## config.mk

```make
export PLATFORM = sky130hd
export DESIGN_NAME = mult_ctrl
export DESIGN_NICKNAME = d
export VERILOG_FILES = /design/src/rtl/mult_ctrl.sv
export SDC_FILE = /design/constraint.sdc
export NUM_CORES = 1
export LEC_CHECK = 0
export BUFFER_PORTS_ARGS = -buffer_cell sky130_fd_sc_hd__buf_2
export CAP_MARGIN = 30
export CORE_MARGIN = 2
export CORE_UTILIZATION = 50
export DETAILED_ROUTE_END_ITERATION = 6
export GPL_ROUTABILITY_DRIVEN = 0
export PLACE_DENSITY = 0.71
export SLEW_MARGIN = 30
export SYNTH_ARGS = -nofsm -noshare
export SYNTH_HDL_FRONTEND = slang
export SYNTH_SLANG_ARGS = --single-unit
```

## constraint.sdc

```tcl
create_clock -name clk -period 3.9 [get_ports clk]
set_input_delay 0.585 -clock clk [delete_from_list [all_inputs] [get_ports clk]]
set_output_delay 0.585 -clock clk [all_outputs]
set_load 0.01 [all_outputs]
```

## src/rtl/mult_ctrl.sv

```systemverilog
// Operand FIFO and one-at-a-time sequencer in front of the mult core; captures its product.
// Optional op_count handshake counter is enabled by defining MULT_CTRL_PERF_EN.
module mult_ctrl #(
    parameter int unsigned SZ      = 32,
    parameter int unsigned DEPTH   = 4,
    parameter int unsigned MIN_LAT = 1
) (
    input  logic            clk,
    input  logic            _rst,
    input  logic            in_valid,
    output logic            in_ready,
    input  logic [SZ-1:0]   in_a,
    input  logic [SZ-1:0]   in_b,
    output logic [SZ-1:0]   mul_a,
    output logic [SZ-1:0]   mul_b,
    output logic            mul_start,
    input  logic [2*SZ-1:0] mul_res,
    input  logic            mul_ready,
    output logic            out_valid,
    input  logic            out_ready,
    output logic [2*SZ-1:0] out_res,
    output logic            busy
`ifdef MULT_CTRL_PERF_EN
    ,
    output logic [31:0]     op_count
`endif
);

    localparam int unsigned AW = $clog2(DEPTH);
    localparam int unsigned CW = $clog2(MIN_LAT + 1);
    localparam logic [AW:0]   PtrOne  = 1;
    localparam logic [CW-1:0] CntOne  = 1;
    localparam logic [CW-1:0] CntLoad = CW'(MIN_LAT - 1);

    typedef enum logic [1:0] {StIdle, StStart, StWait, StHold} state_e;

    state_e            state_q, state_d;
    logic [CW-1:0]     cnt_q, cnt_d;
    logic [AW:0]       wr_ptr_q, rd_ptr_q;
    logic [SZ-1:0]     fifo_a [DEPTH];
    logic [SZ-1:0]     fifo_b [DEPTH];
    logic [SZ-1:0]     mul_a_q, mul_b_q;
    logic [2*SZ-1:0]   out_res_q;
    logic              full, empty, push, pop, capture;

    // Pointers carry one extra wrap bit to tell full from empty.
    assign empty = (wr_ptr_q == rd_ptr_q);
    assign full  = (wr_ptr_q[AW] != rd_ptr_q[AW]) &&
                   (wr_ptr_q[AW-1:0] == rd_ptr_q[AW-1:0]);
    assign push  = in_valid && !full;

    assign in_ready  = !full;
    assign mul_a     = mul_a_q;
    assign mul_b     = mul_b_q;
    assign out_res   = out_res_q;
    assign mul_start = (state_q == StStart);
    assign out_valid = (state_q == StHold);
    assign busy      = (state_q != StIdle) || !empty;

    always_comb begin
        state_d = state_q;
        cnt_d   = cnt_q;
        pop     = 1'b0;
        capture = 1'b0;
        unique case (state_q)
            StIdle: begin
                if (!empty) begin
                    pop     = 1'b1;
                    state_d = StStart;
                end
            end
            StStart: begin
                cnt_d   = CntLoad;
                state_d = StWait;
            end
            StWait: begin
                // mul_ready is only trusted once the minimum latency has elapsed.
                if (cnt_q != '0) begin
                    cnt_d = cnt_q - CntOne;
                end else if (mul_ready) begin
                    capture = 1'b1;
                    state_d = StHold;
                end
            end
            StHold: begin
                if (out_ready) begin
                    state_d = StIdle;
                end
            end
            default: state_d = StIdle;
        endcase
    end

    always_ff @(posedge clk) begin
        if (push) begin
            fifo_a[wr_ptr_q[AW-1:0]] <= in_a;
            fifo_b[wr_ptr_q[AW-1:0]] <= in_b;
        end
    end

    always_ff @(posedge clk) begin
        if (!_rst) begin
            state_q   <= StIdle;
            cnt_q     <= '0;
            wr_ptr_q  <= '0;
            rd_ptr_q  <= '0;
            mul_a_q   <= '0;
            mul_b_q   <= '0;
            out_res_q <= '0;
        end else begin
            state_q <= state_d;
            cnt_q   <= cnt_d;
            if (push) begin
                wr_ptr_q <= wr_ptr_q + PtrOne;
            end
            if (pop) begin
                rd_ptr_q <= rd_ptr_q + PtrOne;
                mul_a_q  <= fifo_a[rd_ptr_q[AW-1:0]];
                mul_b_q  <= fifo_b[rd_ptr_q[AW-1:0]];
            end
            if (capture) begin
                out_res_q <= mul_res;
            end
        end
    end

`ifdef MULT_CTRL_PERF_EN
    logic [31:0] op_count_q;

    always_ff @(posedge clk) begin
        if (!_rst) begin
            op_count_q <= '0;
        end else if (out_valid && out_ready) begin
            op_count_q <= op_count_q + 32'd1;
        end
    end

    assign op_count = op_count_q;
`endif

endmodule

```

; Word-level counts from Yosys, hierarchy flattened
; Memories as Yosys holds them, arrays and structs flattened. A register that Yosys moved wholly into a read port is not among the register bits.
; Index checks and enable logic that the tools add are counted.
[totals]
reg_bits = 73
latch_bits = 0
ram_bits = 256
romBits = 0
input_bits = 133
output_inout_bits = 132
mem_count = 2
[classes]
addsub = 3
mul = 0
div_mod_pow = 0
n_lt_le_gt_ge = 0
eq_ne = 10
shifts = 0
n_mux = 14
n_bitwise = 0
n_reduce_logical = 11
[mem_list]
columns = memory, words, word_bits, read_ports, rd_clocked_by_memory_dff, write_ports, line
row1 = fifo_a, 4, 32, 1, 1, 1, 40  ; logic [SZ-1:0] fifo_a [DEPTH];
row2 = fifo_b, 4, 32, 1, 1, 1, 41  ; logic [SZ-1:0] fifo_b [DEPTH];
[op_table]
columns = op, n
row1 = $mux 1, 8
row2 = $mux 2, 4
row3 = $pmux 2 s4, 1
row4 = $add 3x1->3 const B, 2
row5 = $ne 2x2->1 const B, 3
row6 = $eq 2x2->1 const B, 2
row7 = $logic_not 1->1, 4
row8 = $reduce_and 4->1, 1
row9 = $reduce_bool 2->1, 2
row10 = $eq 3x3->1, 1
row11 = $eq 2x1->1 const B, 1
row12 = $eq 2x2->1, 1
row13 = $logic_and 1x1->1, 2
row14 = $logic_not 2->1, 1
row15 = $ne 2x1->1 const B, 1
row16 = $pmux 1 s2, 1
row17 = $logic_or 1x1->1, 1
row18 = $ne 1x1->1, 1
row19 = $sub 1x1->1 const B, 1

; Logic depth before layout (Yosys ltp)
[depth]
ltp_word = 6
mapped_depth = 7
depth_no_buf = 6

; Worst setup path before layout
; OpenSTA, ideal clock, no wires.
[synth_path]
path_type = reg2reg
start = register wr_ptr_q[1]
end = memory fifo_a[0][0], enable pin
t_arrival_ns = 2.535
slack_ns = 0.936
path_stages_with_launch = 4
n_path_buf = 0
cell_sequence = dfxtp_1 -> xor2_1 -> o31a_1 -> and2_1
[synth_via]
elab_chain_cells = 6
[synth_rtl]
columns = element, line
row1 = from (decl), 39  ; logic [AW:0] wr_ptr_q, rd_ptr_q;
row2 = from (signal assigned), 114  ; wr_ptr_q <= wr_ptr_q + PtrOne;
row3 = $eq 2x2->1, 49  ; (wr_ptr_q[AW-1:0] == rd_ptr_q[AW-1:0]);
row4 = $logic_and 1x1->1, 48  ; assign full = (wr_ptr_q[AW] != rd_ptr_q[AW]) &&
row5 = $logic_not 1->1, 50  ; assign push = in_valid && !full;
row6 = $logic_and 1x1->1, 50
row7 = $mux 1, 95  ; if (push) begin
row8 = $mux 1 (implied by the code), 96  ; fifo_a[wr_ptr_q[AW-1:0]] <= in_a;
row9 = to (decl), 40
; Parallel ways exist; a longest one is shown, timed or not.

; Final worst setup path
[layout_path]
start = register rd_ptr_q[0]
end = memory fifo_b[3][17], enable pin
[layout_via]
elab_chain_cells = 6
[layout_rtl]
columns = element, line
row1 = from (decl), 39
row2 = from (signal assigned), 117  ; rd_ptr_q <= rd_ptr_q + PtrOne;
row3 = $eq 2x2->1, 49
row4 = $logic_and 1x1->1, 48
row5 = $logic_not 1->1, 50
row6 = $logic_and 1x1->1, 50
row7 = $mux 1, 95
row8 = $mux 1 (implied by the code), 97  ; fifo_b[wr_ptr_q[AW-1:0]] <= in_b;
row9 = to (decl), 41
; No other way between the ends.

==> impl_metrics.json <==
{
  "grt_pass1_vias": 8392,
  "dr_total_vias": 8501,
  "tightest_slew_ns": 0.911,
  "holdPathEnd": "fifo_b[2][11]",
  "most-common-layout-cells": "buf_2 (263), edfxtp_1 (256), nand2_1 (196)",
  "clk_pin_slew_ns": 0.06,
  "start_kind": "flop",
  "p_int_w": 0.00803,
  "place_area_mm2": 0.0159,
  "drt-vias-per-instance": 5.22,
  "hold_ws_ns": 0.275,
  "synth_nets": 1104,
  "cts_tree": "done",
  "clk_path_buf_depth": 3,
  "path_max_fanout": 28,
  "rrSetupSlack_ns": 0.99,
  "drt-pass1-iter-count": 4,
  "cts_resized": 0,
  "wl_per_cell_um": 18.7,
  "power.total_w": 0.0112,
  "pwr-share-comb_pct": 21.6,
  "synthCells": 961,
  "regToRegStartpoint": "rd_ptr_q[0]",
  "route.detailed.drc": 0,
  "grt_pass1_wl_um": 46900,
  "h-tree-depth": 2,
  "rsz0062_at_grt": "no",
  "slowest_stage": "clkinv_2",
  "numCtsBuffers": 39,
  "multi_input_area_mm2": 0.00352,
  "cp_cell_sequence": "xor2_2, o311ai_0, clkinv_2, buf_4",
  "setup_viol": 0,
  "min_period_over_period_pct": 74.6,
  "setup_tns_ns": 0,
  "vdd_drop_max_uv": 532,
  "p_clk_share_pct": 31.8,
  "cts.sinks": 392,
  "die_h_um": 173,
  "drive_gt1_share_pct": 32.8,
  "critPathKind": "flop to flop",
  "final_common_cell": "buf_2",
  "cts-root-buf": "clkbuf_16",
  "seqCellArea_mm2": 0.0104,
  "track_usage_pct": 20.2,
  "ios": 265,
  "routed_wl_um": 30400,
  "drt_iter0_markers": 555,
  "p_switching_w": 0.00316,
  "p_seq_share_pct": 46.6,
  "io_buffers": 264,
  "slew_headroom_pct": 39.3,
  "rr_endpoint": "fifo_b[3][17]",
  "synth_area_mm2": 0.0142,
  "synth_area_per_cell_um2": 14.8,
  "start_util_pct": 51.0,
  "ys_ff_latch": 392,
  "hpwl_um": 18800,
  "critPathRequiredTime_ns": 4.15,
  "yosys_warnings": 0,
  "core.rowCount": 61,
  "ys_types": 29,
  "nNetsFinal": 1357,
  "grt_max_degree": 134,
  "hold_path_class": "primary input to flop",
  "area_delta_synth_final_pct": 20.7,
  "dpl.cell_count": 1550,
  "power_density_mw_per_mm2": 652,
  "critical_path_arrival_ns": 3.16,
  "grt_overflow": 0,
  "synth_edf_count": 256,
  "slowest_delay_ns": 0.67,
  "ys_seq_area_share_pct": 73.2,
  "whs_path_depth": 1,
  "antenna_found_initial": 9,
  "maxCapViolations": 0,
  "die_w_um": 173,
  "finish.instance_area_mm2": 0.0172,
  "maxSlewViolCount": 0,
  "switching_share_pct": 28.3,
  "clock.fmax_mhz": 344,
  "endpoint_kind": "flop",
  "outcome": "finished clean",
  "finalHoldViolations": 0,
  "postSynth.asyncResetShare_pct": 0,
  "clk_latency_ns": 0.52,
  "reg2reg_depth": 4,
  "dieArea_mm2": 0.0298,
  "min_from": "in_b[11]",
  "fillers": 2171,
  "fin_cells": 1630,
  "ant_nets": 0,
  "core-area_mm2": 0.0279,
  "cts.hold.buffers_added": 0,
  "p_leak_nw": 6.34,
  "postCtsSetupBuffers": 0,
  "post-route-min-period_ns": 2.91,
  "finClkSkew_ns": 0.0111,
  "ys.flop_type": "edfxtp_1"
}
==> stage by stage <==
step	setup slack [ns]	utilization, %
floorplan	0.936	-
global placement	0.895	57.0
detailed placement	0.964	57.1
CTS	0.901	61.5
global route	0.651	61.6
finish	0.990	61.6
==> critical path, delay by kind of cell (launching register included) <==
kind,cells,cell delay [ns]
buffers and inverters,2,1.11
xor gates and xnor gates,1,0.21
AOI/OAI and AO/OA,1,0.63
DFF,1,0.66
==> final cells by class <==
type                            count  share of cell area, %
Antenna cell                        9                  0.131
Clock buffer                       55                   6.45
Clock inverter                     15                  0.692
Inverter                           11                  0.248
Multi-Input combinational cell    495                   20.5
Sequential cell                   392                   60.7
Tap cell                          378                   2.75
Timing Repair Buffer              275                   8.58
==> cells in the mapped netlist, types with 2 or more instances <==
cell / n / area share, %
edfxtp_1: 256 / 54
nand2_1: 197 / 5.2
dfxtp_1: 136 / 19
nand3_1: 66 / 2.3
o21ai_0: 66 / 2.3
a21oi_1: 65 / 2.3
mux4_2: 64 / 10
clkbuf_1: 38 / 1.0
buf_2: 10 / 0.35
ha_1: 10 / 0.88
inv_1: 10 / 0.26
buf_1: 9 / 0.24
buf_4: 6 / 0.32
nor2_1: 6 / 0.16
and2_1: 4 / 0.18
xor2_1: 4 / 0.25
xnor2_1: 2 / 0.12
==> per-layer routing <==
metal  wire (µm)  up-vias  share of wire [%]  track usage [%]
met5          27        -              0.089                0
met4         570        4                1.9             6.53
met3        2370       44                7.8             4.90
met2       14900      298                 49             34.0
met1       12500     4106                 41             26.1
li1            -     4049                  -                -
==> cells by family after synthesis <==
family | synth area share [%]
AO/OA/AOI/OAI | 5.09
XOR/XNOR | 0.484
adder cells (fa/ha/maj) | 0.880
buffers and inverters | 2.20
flip-flops | 73.2
multiplexers | 10.2
AND/OR/NAND/NOR | 7.94
==> power groups by stage <==
stage	logic [W]	clock network [W]	registers, W
2_1_floorplan	0.00159	0	0.00534
3_3_place_gp	0.00241	0	0.00529
3_5_place_dp	0.00246	0	0.00530
4_1_cts	0.00247	0.00365	0.00522
5_1_grt	0.00267	0.00381	0.00528
6_report	0.00242	0.00356	0.00521
==> state kept, by name (all words and copies together) (netlist names) <==
name	count
fifo_a	128
mul_a	32
wr_ptr_q	3
fifo_b	128
rd_ptr_q	3
mul_b	32
out_res	64
state_q	2
==> worst max path at each step <==
stage,startpoint,end,slack (ns),cells after the start
after floorplan,wr_ptr_q[1],fifo_a[0][0],0.94,3
after global placement,rd_ptr_q[0],fifo_a[3][11],0.89,4
after detailed placement,rd_ptr_q[0],fifo_a[3][11],0.96,4
after CTS,rd_ptr_q[0],busy,0.90,4
after global routing,rd_ptr_q[0],fifo_a[3][30],0.65,4
final,rd_ptr_q[0],fifo_b[3][17],0.99,4
Note: power is estimated with default switching activity, not from simulation.
